===== config.mk =====
export PLATFORM = sky130hd
export DESIGN_NAME = pipeline_hazard_ctrl
export DESIGN_NICKNAME = d
export VERILOG_FILES = /design/src/rtl/pipeline_hazard_ctrl.sv
export SDC_FILE = /design/constraint.sdc
export NUM_CORES = 1
export LEC_CHECK = 0
export BUFFER_PORTS_ARGS = -buffer_cell sky130_fd_sc_hd__buf_2
export CAP_MARGIN = 40
export CORE_MARGIN = 2
export CORE_UTILIZATION = 35
export DETAILED_ROUTE_END_ITERATION = 7
export GPL_ROUTABILITY_DRIVEN = 1
export PLACE_DENSITY = 0.57
export SYNTH_ARGS = -nofsm -noshare
export SYNTH_HDL_FRONTEND = slang
export SYNTH_SLANG_ARGS = --single-unit

===== constraint.sdc =====
create_clock -name clk -period 2.85 [get_ports clk]
set_input_delay 0.4275 -clock clk [delete_from_list [all_inputs] [get_ports clk]]
set_output_delay 0.4275 -clock clk [all_outputs]
set_load 0.01 [all_outputs]

===== src/rtl/pipeline_hazard_ctrl.sv =====
// pipeline_hazard_ctrl
//   Hazard and flow control for a short in-order pipeline. A per-register
//   scoreboard detects read-after-write hazards on the instruction in ID.
//   A small controller then decides whether the ID instruction may issue,
//   or whether the front end must stall, bubble or flush.
//
//   Control priority, except in HALT: taken branch > halt request > RAW hazard.
//   HALT holds the front end frozen until halt_req drops.
//
//   Optional build macro HAZARD_STATS_EN:
//     adds saturating stall_cnt / flush_cnt statistics outputs.
//
//   Handshake: no valid/ready pairs. id_valid qualifies the ID contents.
//   issue is the single "instruction advances" strobe for the current cycle.
//
//   Outputs are combinational from state and inputs. They are forced low
//   while reset is asserted.
module pipeline_hazard_ctrl #(
    parameter int NREG   = 8,
    parameter int WB_LAT = 2
) (
    input  logic                            clk,
    input  logic                            reset,
    input  logic                            id_valid,
    input  logic [$clog2(NREG)-1:0]         id_rs1,
    input  logic [$clog2(NREG)-1:0]         id_rs2,
    input  logic                            id_rs1_used,
    input  logic                            id_rs2_used,
    input  logic [$clog2(NREG)-1:0]         id_rd,
    input  logic                            id_wr,
    input  logic                            ex_branch_taken,
    input  logic                            halt_req,
    output logic                            issue,
    output logic                            if_stall,
    output logic                            id_bubble,
    output logic                            flush,
    output logic [1:0]                      state
`ifdef HAZARD_STATS_EN
    ,
    output logic [15:0]                     stall_cnt,
    output logic [15:0]                     flush_cnt
`endif
);

    localparam int AW = $clog2(NREG);

    typedef enum logic [1:0] {
        ST_RUN   = 2'd0,
        ST_STALL = 2'd1,
        ST_FLUSH = 2'd2,
        ST_HALT  = 2'd3
    } state_t;

    state_t     state_q;
    state_t     state_d;
    logic [1:0] busy_q [NREG];

    logic issue_c;
    logic if_stall_c;
    logic id_bubble_c;
    logic flush_c;
    logic rs1_busy;
    logic rs2_busy;
    logic hazard;

    // RAW hazard: a source that is actually read is still waiting for write-back
    always_comb begin
        rs1_busy = (busy_q[id_rs1] != 2'd0);
        rs2_busy = (busy_q[id_rs2] != 2'd0);
        hazard   = id_valid & ((id_rs1_used & rs1_busy) | (id_rs2_used & rs2_busy));
    end

    // Priority decision and next state; HALT ignores branches entirely
    always_comb begin
        issue_c     = 1'b0;
        if_stall_c  = 1'b0;
        id_bubble_c = 1'b0;
        flush_c     = 1'b0;
        state_d     = state_q;
        if (state_q == ST_HALT) begin
            if_stall_c  = 1'b1;
            id_bubble_c = 1'b1;
            state_d     = halt_req ? ST_HALT : ST_RUN;
        end else if (ex_branch_taken) begin
            // The ID instruction is wrong-path as well, so it is not allowed into EX
            flush_c     = 1'b1;
            id_bubble_c = 1'b1;
            state_d     = ST_FLUSH;
        end else if (halt_req) begin
            if_stall_c  = 1'b1;
            id_bubble_c = 1'b1;
            state_d     = ST_HALT;
        end else if (state_q == ST_FLUSH) begin
            // ID holds the squashed fetch this cycle: insert one bubble
            id_bubble_c = 1'b1;
            state_d     = ST_RUN;
        end else if (hazard) begin
            if_stall_c  = 1'b1;
            id_bubble_c = 1'b1;
            state_d     = ST_STALL;
        end else begin
            issue_c     = id_valid;
            state_d     = ST_RUN;
        end
    end

    // Outputs are held low for as long as reset is asserted
    always_comb begin
        issue     = issue_c & reset;
        if_stall  = if_stall_c & reset;
        id_bubble = id_bubble_c & reset;
        flush     = flush_c & reset;
        state     = state_q;
    end

    // Controller state register
    always_ff @(posedge clk or negedge reset) begin
        if (!reset) begin
            state_q <= ST_RUN;
        end else begin
            state_q <= state_d;
        end
    end

    // Scoreboard: reload on issue with write; otherwise count down to readable
    always_ff @(posedge clk or negedge reset) begin
        if (!reset) begin
            for (int i = 0; i < NREG; i++) begin
                busy_q[i] <= 2'd0;
            end
        end else begin
            busy_q[0] <= 2'd0;
            for (int i = 1; i < NREG; i++) begin
                if (issue_c && id_wr && (id_rd == AW'(i))) begin
                    busy_q[i] <= 2'(WB_LAT);
                end else if (busy_q[i] != 2'd0) begin
                    busy_q[i] <= busy_q[i] - 2'd1;
                end
            end
        end
    end

`ifdef HAZARD_STATS_EN
    logic hazard_stall;

    // A stall outside HALT that is not a halt entry can only come from a hazard
    always_comb begin
        hazard_stall = if_stall_c & (state_q != ST_HALT) & ~halt_req;
    end

    // Saturating event counters
    always_ff @(posedge clk or negedge reset) begin
        if (!reset) begin
            stall_cnt <= 16'd0;
            flush_cnt <= 16'd0;
        end else begin
            if (hazard_stall && (stall_cnt != 16'hFFFF)) begin
                stall_cnt <= stall_cnt + 16'd1;
            end
            if (flush_c && (flush_cnt != 16'hFFFF)) begin
                flush_cnt <= flush_cnt + 16'd1;
            end
        end
    end
`endif

endmodule


==> results of run 1 <==
-- logic make-up after synthesis --
group                    Yosys count  synth area share
flip-flops                        16             0.378
multiplexers                       5            0.0780
buffers and inverters             15            0.0532
AND/OR/NAND/NOR                   40             0.197
AO/OA/AOI/OAI                     23             0.152
XOR/XNOR                           7            0.0579
adder cells (fa/ha/maj)            7            0.0827
-- worst paths after layout --
| kind | startpoint | slack (ns) | cells after the start | to |
|---|---|---|---|---|
| worst max-delay path | busy_q[7]$_DFFE_PN0P_ | 0.37 | 7 | if_stall |
| worst min-delay path | reset | 0.16 | 2 | busy_q[1]$_DFFE_PN0P_ |
| worst max register to register | busy_q[7]$_DFFE_PN0P_ | 0.76 | 6 | busy_q[10]$_DFFE_PN0P_ |
| worst min register to register | busy_q[5]$_DFFE_PN0P_ | 0.54 | 2 | busy_q[5]$_DFFE_PN0P_ |
| max in group asynchronous | reset | 2.51 | 2 | busy_q[5]$_DFFE_PN0P_ |
| min in group clk | id_rd[0] | 0.37 | 2 | busy_q[11]$_DFFE_PN0P_ |
-- report_power, final --
part	switching, mW	internal [mW]
clock	0.0665	0.0489
combinational	0.295	0.355
sequential	0.0825	0.344
-- worst max-delay path: cells and delay by family, from the launching register on --
| family | cells | cell delay [ns] |
|---|---|---|
| AOI/OAI and AO/OA | 2 | 0.37 |
| buffers and inverters | 1 | 0.14 |
| DFF | 1 | 0.41 |
| and+or+nand+nor | 4 | 0.85 |
-- cell type report --
type                    instances  share of cell area
well taps                      31              0.0313
inverters                      15              0.0455
repair buffers                 23              0.0950
flip-flops and latches         16               0.324
clock buffers                   3              0.0182
multi-input cells              82               0.486
-- per-stage QoR --
step                hold slack [ns]  cells
floorplan                     0.132    113
global placement              0.467    167
detailed placement            0.471    167
CTS                           0.156    170
global route                  0.160    170
finish                        0.156    170
-- layer usage --
layer,GRT usage,vias up,part of all wire,wire (µm)
li1,-,445,-,-
met1,0.162,426,0.46,970
met2,0.252,18,0.46,968
met3,0.0349,6,0.051,106
met4,0.0649,0,0.024,51
met5,0,-,0,0
-- cell usage in the layout, fill, tap and decap left out --
cell,netlist,routed
o21ai_0,6,6
clkbuf_4,0,3
o41a_2,1,1
nor3b_1,4,4
buf_2,0,22
and3_2,1,1
nand3_1,1,1
a21oi_1,5,5
mux2_2,3,3
xnor2_1,7,7
mux4_2,1,1
nand4b_1,1,1
nand4_2,1,1
nand2b_1,4,4
nor2_2,1,1
o21a_1,6,6
or4_4,1,1
o31a_1,1,1
nand2_1,10,10
ha_1,7,7
o31ai_1,1,1
a32o_1,1,1
nor2_1,14,14
buf_4,0,1
inv_1,15,15
a31oi_1,1,1
mux4_1,1,1
a32oi_2,1,1
dfrtp_1,16,16
nor3_1,1,1
and2_2,1,1
-- sequential cells by signal (all words and copies together), names as in the netlist --
| register | flops |
|---|---|
| busy_q | 14 |
| state | 2 |
==> results.md, run 1 <==
- Drt via density: about 5.3
- Critical Path AT: between 2 and 2.5 ns
- Pre-CTS setup slack: approximately 0.59 ns
- PortBufs: 22
- DR iter-0 viols: 24
- Mapped Area: between 1000 and 1500 µm²
- Clock Latency Late Sink: 0.28 ns
- Num Clock Sinks: 16
- Worst hold path class: in2async
- Die area: 3480 µm²
- Biggest area consumer among synthesized cells: dfrtp_1
- I/O pin cnt: 23
- Final setup viols: 0
- Achievable frequency: just over 400 MHz
- Final HPWL DP: around 1800 µm
- Global Route Usage Sum: 0.143
- Synth Instances: around 110
- Clock-pin slew on the worst setup and hold paths: 0.09 ns
- Final core utilization: 0.441
- CP Max Fanout: 3
- Clock buffer depth: 2
- Crit-path cells: nor2_2, nor3b_1, or4_4, a32o_1, nand3_1, a31oi_1, buf_2
- Routed WL per cell: about 12 µm
- Crit-path max cell delay: about 0.52 ns
- Synth Register Bits: 16
- Cts repair resizes: 0
- Post-DP Area: 1210 µm²
- Top FF cell, synth: dfrtp_1
- Share of cells above drive strength 1: 0.266
- CTS Buf Count: 3
- CP Capture Type: primary output
- 1st-pass router iterations: 4
- Least-Margin Pin Slew: roughly 0.3 ns
- Rel. slew slack: 0.798
- Required time of the critical path: 2.42 ns
- Synth top area share: 0.378
- Maxcap violations: 0
- Initial Util: 0.377
- Most frequent cells after synthesis: dfrtp_1, inv_1, nor2_1
- RSZ-0062 raised after global routing: false
- Fin nets: about 170
- Fin crit share: 0.869
- Vias in the first global route: 940
- Post-synthesis to final-layout area growth: 16.9%
- Register area share after synthesis: 0.378
- Min Tclk post-route: about 2.5 ns
- Register area: 400 µm²
- WS Path Type: reg2out
- Syn_area_per_cell: 9.37 µm²
- Final hold vios: 0
- Core Area: 2810 µm²
- First-pass GRT wire length: around 3800 µm
- Num rows: 19
- Final Max Slew Viols: 0
- Hold_buf cts: 0
- Grt total ovfl: 0
- CP startpoint kind: flip-flop
- Largest cells by area after synthesis: dfrtp_1, ha_1, xnor2_1
- Final instance area: 1240 µm²
- Area taken by multi-input logic gates: between 600 and 700 µm²
- Asr flop ratio synth: 1.00
- Largest net degree at the start of global routing: 17
- Worst VDD drop: roughly 340 µV
- GP Congestion: 0.787
- Total power: 1.19 mW
- Vias: 895
- Initial antenna violation count: 0
- DR DRC count: 0
- Slowest cell on crit path: or4_4
- CTS root buf: clkbuf_4
- Post-Syn Nets: approximately 140
- Post-synth EDFFs: 0
- Lkg Pwr: roughly 0.60 nW
- Setup Buffers After CTS: 0
- Post-route ant nets: 0
- Pwr Density: a little under 1000 nW/µm²
- Setup Skew: around 0.0078 ns
- CTS tree: yes
- Die Wd: about 59 µm
- Final WS setup: between 0.3 and 0.4 ns
- Fillers: about 280
- Setup_tns: 0 ns
- Die Height: slightly below 60 µm
- H-tree level count: 1
- Most common cell in the netlist: dfrtp_1
- Syn. warnings: 0
- Outcome: complete, no violations
- ANT cells: 0
- Post-Route WL: about 2100 µm
- Netlist cell types: 28
Note: power is estimated with default switching activity, not from simulation.
==> run 2: changes to the inputs <==
==> constraint.sdc (replaced) <==
create_clock -name clk -period 2.55 [get_ports clk]
set_input_delay 0.3825 -clock clk [delete_from_list [all_inputs] [get_ports clk]]
set_output_delay 0.3825 -clock clk [all_outputs]
set_load 0.01 [all_outputs]
==> run 2 against run 1 <==
  * Worst hold slack worse by 0.051 ns
  * Highest routed layer unchanged
  * Routed wire length grew 0.43%
  * Clock skew rose by 0.00080 ns
  * Design area stayed put
  * First-iteration DRC count increased by 42%
  * Setup slack got worse by 0.24 ns
==> results.md, run 2 (synthesis gave the netlist of run 1 again) <==
- Vias: 890 (was 895)
- PortBufs: 22 (unchanged)
- Commonest cells after routing, fill and taps aside: buf_2, dfrtp_1, inv_1 (unchanged)
- Drt via density: 5.24 (was 5.26)
- Final Max Slew Viols: 0 (unchanged)
- Setup Skew: 0.00859 ns (was 0.00779 ns)
- 1st-pass router iterations: 4 (unchanged)
- Achievable frequency: ~410 MHz
- Cts repair resizes: 0 (unchanged)
- Setup crit start: busy_q[6]$_DFFE_PN0P_ (was busy_q[7]$_DFFE_PN0P_)
- Slowest cell on crit path: or4_4 (unchanged)
- Maxcap violations: 0 (unchanged)
- Hold_buf cts: 0 (unchanged)
- Largest net degree at the start of global routing: 17 (unchanged)
- Global Route Usage Sum: 0.144 (was 0.143)
- Setup_tns: 0 ns (unchanged)
- Final cell count without fillers: 170 (unchanged)
- Fin crit share: 0.947
- Fin nets: 165 (unchanged)
- DR DRC count: 0 (unchanged)
- CTS Buf Count: 3 (unchanged)
- Outcome: complete, no violations (unchanged)
- Die Height: 59.0 µm (unchanged)
- Die Wd: 59.0 µm (unchanged)
- Post-route ant nets: 0 (unchanged)
- Least-Margin Pin Slew: 0.304 ns (was 0.301 ns)
- Required time of the critical path: 2.17 ns (was 2.42 ns)
- Vias in the first global route: 943 (was 940)
- I/O pin cnt: 23 (unchanged)
- Final HPWL DP: 1760 µm (was 1770 µm)
- CTS root buf: clkbuf_4 (unchanged)
- Post-Route WL: 2110 µm (was 2100 µm)
- Critical Path AT: 2.03 ns (was 2.05 ns)
- CTS tree: yes (unchanged)
- CP Capture Type: primary output (unchanged)
- Initial Util: 0.377 (unchanged)
- Clock buffer depth: 2 (unchanged)
- GP Congestion: 0.787 (about the same)
- Routed WL per cell: 12.4 µm (was 12.3 µm)
- ANT cells: 0 (unchanged)
- CP Max Fanout: 3 (unchanged)
- Share of cells above drive strength 1: 0.266 (unchanged)
- Num Clock Sinks: 16 (unchanged)
- Setup Buffers After CTS: 0 (unchanged)
- Minimum setup slack among reg-to-reg paths: 0.46 ns (was 0.76 ns)
- Post-synthesis to final-layout area growth: 16.9% (unchanged)
- WS Path Type: reg2out (unchanged)
- Min Tclk post-route: around 2.4 ns
- Initial antenna violation count: 0 (unchanged)
- Worst hold path class: in2async (unchanged)
- CP startpoint kind: flip-flop (unchanged)
- Clock-pin slew on the worst setup and hold paths: 0.09 ns (about the same)
- Core Area: 2810 µm² (unchanged)
- Grt total ovfl: 0 (unchanged)
- RSZ-0062 raised after global routing: false (unchanged)
- H-tree level count: 1 (unchanged)
- Origin of the critical flop-to-flop path: busy_q[6]$_DFFE_PN0P_ (was busy_q[7]$_DFFE_PN0P_)
- Final setup viols: 0 (unchanged)
- Die area: 3480 µm² (unchanged)
- Final hold vios: 0 (unchanged)
- Commonest non-fill, non-tap cell in the layout: buf_2 (unchanged)
- Num rows: 19 (unchanged)
- Placed Instances: 167 (unchanged)
- Worst VDD drop: 390 µV (was 338 µV)
- Crit-path max cell delay: 0.52 ns (about the same)
- Crit-path cells: nor2_2, nor3b_1, or4_4, a32o_1, nand3_1, a31oi_1, buf_2 (unchanged)
- Largest register FFs: 14 (unchanged)
- Pwr Density: 1080 nW/µm² (was 963 nW/µm²)
- Clock Latency Late Sink: 0.28 ns (about the same)
- Rel. slew slack: 0.796 (was 0.798)
- Top reg by flops: busy_q (unchanged)
- Lkg Pwr: 0.605 nW (unchanged)
- First-pass GRT wire length: 3820 µm (was 3770 µm)
- DR iter-0 viols: 34 (was 24)
==> run 2: cell counts in the layout (fill, tap and decap cells not counted) <==
Identical to the previous run, type by type.
==> run 2: worst paths after layout <==
kind / depth (start not counted) / to
worst max-delay path: 7 / if_stall
worst min-delay path: 2 / busy_q[6]$_DFFE_PN0P_
worst max register to register: 6 / busy_q[4]$_DFFE_PN0P_
worst min register to register: 2 / busy_q[3]$_DFFE_PN0P_
max in group asynchronous: 2 / busy_q[5]$_DFFE_PN0P_
min in group clk: 2 / busy_q[11]$_DFFE_PN0P_
==> run 2: cell type report <==
cell class / count / area [µm²]
well taps: 31 / 38.8
repair buffers: 23 / 118
inverters: 15 / 56.3
flip-flops and latches: 16 / 400
multi-input cells: 82 / 602
fillers: 286 / 1570
clock buffers: 3 / 22.5
==> run 2: power by group <==
| part | internal (mW) | switching, mW | total, mW |
|---|---|---|---|
| clock network | 0.0547 | 0.0742 | 0.129 |
| registers | 0.385 | 0.0917 | 0.477 |
| logic | 0.396 | 0.330 | 0.726 |
==> run 2: worst max-delay path: cells and delay by family, from the launching register on <==
kind            cells  cell delay, ns
simple gates        4            0.83
buf+inv             1            0.14
flops               1            0.42
compound gates      2            0.36
==> run 2: through the flow <==
step	util	power, mW	cell area [µm²]	hold WS (ns)	setup WS, ns
after floorplan	-	1.07	1060	0.0869	0.627
after detailed placement	0.433	1.22	1210	0.427	0.391
after global routing	0.441	1.50	1240	0.112	0.0308
after global placement	0.433	1.17	1210	0.422	0.426
after CTS	0.441	1.36	1240	0.112	0.115
final	0.441	1.33	1240	0.106	0.136
==> run 2: layer usage <==
metal / share of wire / GRT usage / up-vias
met2: 0.45 / 0.252 / 20
met1: 0.47 / 0.166 / 422
li1: - / - / 442
met5: 0 / 0 / -
met3: 0.048 / 0.0349 / 6
met4: 0.023 / 0.0649 / 0
==> run 3: changes to the inputs <==
--- a/config.mk
+++ b/config.mk
@@ -7,6 +7,7 @@
 export LEC_CHECK = 0
 export BUFFER_PORTS_ARGS = -buffer_cell sky130_fd_sc_hd__buf_2
 export CAP_MARGIN = 40
+export CORE_ASPECT_RATIO = 0.7
 export CORE_MARGIN = 2
 export CORE_UTILIZATION = 35
 export DETAILED_ROUTE_END_ITERATION = 7
==> run 3 against run 2 <==
  * Critical path depth is the same
  * Non-clock buffer count shrank 1
  * Largest cell class unchanged
  * Routed wire length grew 11%
  * Final cell count grew 2.9%
  * Combinational power grew 3.6%
  * Critical endpoint unchanged
  * Design area grew 2.7%
  * Sequential power is essentially flat
  * Die area grew 0.20%
  * First-iteration DRC count shrank 53%
  * Setup slack gained 0.027 ns
  * Highest routed layer unchanged
==> results.md, run 3 (synthesis gave the netlist of run 1 again) <==
- Fin nets: 164 (was 165)
- CTS Buf Count: 3 (unchanged)
- Cts repair resizes: 0 (unchanged)
- DR iter-0 viols: 16 (was 34)
- Initial antenna violation count: 0 (unchanged)
- Global Route Usage Sum: 0.155 (was 0.144)
- Gate power share: 0.517 (was 0.545)
- Die Height: 50.0 µm (was 59.0 µm)
- Crit-path max cell delay: 0.52 ns (about the same)
- Final setup viols: 0 (unchanged)
- Clock buffer depth: 2 (unchanged)
- PortBufs: 22 (unchanged)
- GP Congestion: 0.802 (was 0.787)
- Setup Buffers After CTS: 0 (unchanged)
- Commonest non-fill, non-tap cell in the layout: buf_2 (unchanged)
- Int Power: 0.922 mW (was 0.836 mW)
- Pre-CTS setup slack: 0.380 ns (was 0.391 ns)
- ANT cells: 0 (unchanged)
- Required time of the critical path: 2.17 ns (about the same)
- Final Max Slew Viols: 0 (unchanged)
- Core Area: 2840 µm² (was 2810 µm²)
- Outcome: complete, no violations (unchanged)
- Least-Margin Pin Slew: 0.409 ns (was 0.304 ns)
- CP Max Fanout: 3 (unchanged)
- Commonest cells after routing, fill and taps aside: buf_2, dfrtp_1, inv_1 (unchanged)
- Final hold vios: 0 (unchanged)
- Vias: 910 (was 890)
- Grt total ovfl: 0 (unchanged)
- CP startpoint kind: flip-flop (unchanged)
- Num Clock Sinks: 16 (unchanged)
- RSZ-0062 raised after global routing: false (unchanged)
- Fin crit share: 0.936 (was 0.947)
- Post-Route WL: 2350 µm (was 2110 µm)
- Num rows: 16 (was 19)
- Min Tclk post-route: 2.39 ns (was 2.41 ns)
- Drt via density: 5.20 (was 5.24)
- Rel. slew slack: 0.727 (was 0.796)
- 1st-pass router iterations: 4 (unchanged)
- CTS tree: yes (unchanged)
- I/O pin cnt: 23 (unchanged)
- Post-route ant nets: 0 (unchanged)
- Fillers: 277 (was 286)
- Initial Util: 0.372 (was 0.377)
- WS Path Type: reg2out (unchanged)
- Share of cells above drive strength 1: 0.273 (was 0.266)
- Total power: 1.45 mW (was 1.33 mW)
- Slowest cell on crit path: or4_4 (unchanged)
- Vias in the first global route: 933 (was 943)
- Critical Path AT: 2.00 ns (was 2.03 ns)
- Routed WL per cell: 13.4 µm (was 12.4 µm)
- P_sw: 0.532 mW (was 0.496 mW)
- Register share of total power: 0.330 (was 0.358)
- Top reg by flops: busy_q (unchanged)
- Final WS setup: 0.163 ns (was 0.136 ns)
- Clock-pin slew on the worst setup and hold paths: 0.07 ns (was 0.09 ns)
- Largest register FFs: 14 (unchanged)
- WHS: 0.0551 ns (was 0.106 ns)
- Reg2Reg Depth: 6 (unchanged)
- CP Capture Type: primary output (unchanged)
- Final HPWL DP: 1930 µm (was 1760 µm)
- Largest net degree at the start of global routing: 19 (was 17)
- CTS root buf: clkbuf_8 (was clkbuf_4)
- Hold_buf cts: 0 (unchanged)
- Clock Power Share: 0.153 (was 0.097)
- Pwr Density: 1140 nW/µm² (was 1080 nW/µm²)
- Achievable frequency: 419 MHz (was 414 MHz)
- Maxcap violations: 0 (unchanged)
- Lkg Pwr: 0.615 nW (was 0.605 nW)
- Register area: 400 µm² (unchanged)
- Clock Latency Late Sink: 0.25 ns (was 0.28 ns)
- Die Wd: 69.7 µm (was 59.0 µm)
- H-tree level count: 1 (unchanged)
- Setup_tns: 0 ns (unchanged)
- Post-synthesis to final-layout area growth: 20.1% (was 16.9%)
- Final core utilization: 0.447 (was 0.441)
- Worst VDD drop: 522 µV (was 390 µV)
- Worst hold path class: in2async (unchanged)
- Switch share: 0.366 (was 0.372)
- Area taken by multi-input logic gates: 604 µm² (was 602 µm²)
- Die area: 3490 µm² (was 3480 µm²)
- DR DRC count: 0 (unchanged)
- First-pass GRT wire length: 4170 µm (was 3820 µm)
- Setup Skew: 0.00725 ns (was 0.00859 ns)
- Crit-path cells: nor2_2, nor3b_1, or4_4, a32o_1, nand3_1, a31oi_1, buf_2 (unchanged)
run 3: cell count changes in the layout (fill, tap and decap cells not counted):
cell and change:
clkbuf_8 +4, clkbuf_4 -3, nor2_1 -1, nor2_2 +1, buf_4 -1
run 3: cell type report:
class                   instances  area share
multi-input cells              82       0.475
flip-flops and latches         16       0.315
inverters                      15      0.0443
repair buffers                 22      0.0866
well taps                      36      0.0354
clock buffers                   4      0.0433
run 3: worst paths after layout:
path / start / endpoint / slack, ns
setup / recovery: busy_q[7]$_DFFE_PN0P_ / if_stall / 0.16
hold / removal: reset / busy_q[1]$_DFFE_PN0P_ / 0.06
setup reg to reg: busy_q[7]$_DFFE_PN0P_ / busy_q[10]$_DFFE_PN0P_ / 0.47
hold reg to reg: busy_q[1]$_DFFE_PN0P_ / busy_q[1]$_DFFE_PN0P_ / 0.52
max in group asynchronous: reset / busy_q[7]$_DFFE_PN0P_ / 2.20
min in group clk: id_rd[0] / busy_q[11]$_DFFE_PN0P_ / 0.38
run 3: metrics by stage:
stage | cells | area [µm²]
after detailed placement | 171 | 1210
after floorplan | 113 | 1060
final | 175 | 1270
after global routing | 175 | 1270
after CTS | 175 | 1270
after global placement | 171 | 1210
run 3: power groups by stage:
stage                     clock network [mW]  registers (mW)  logic (mW)
after floorplan                            0           0.467       0.602
after global routing                   0.249           0.504       0.866
after CTS                              0.232           0.478       0.764
after detailed placement                   0           0.483       0.759
final                                  0.223           0.479       0.752
after global placement                     0           0.478       0.697
run 3: worst max-delay path, delay by kind of cell, from the launching register on:
family / cells / cell delay, ns
compound gates: 2 / 0.37
buf+inv: 1 / 0.15
flops: 1 / 0.40
simple gates: 4 / 0.84
run 3: metal layers:
layer	GRT usage	share of wire	vias to the layer above
met5	0	0	-
met4	0.0417	0.0064	0
met3	0.0491	0.035	2
met2	0.266	0.50	14
met1	0.189	0.46	455
li1	-	-	439
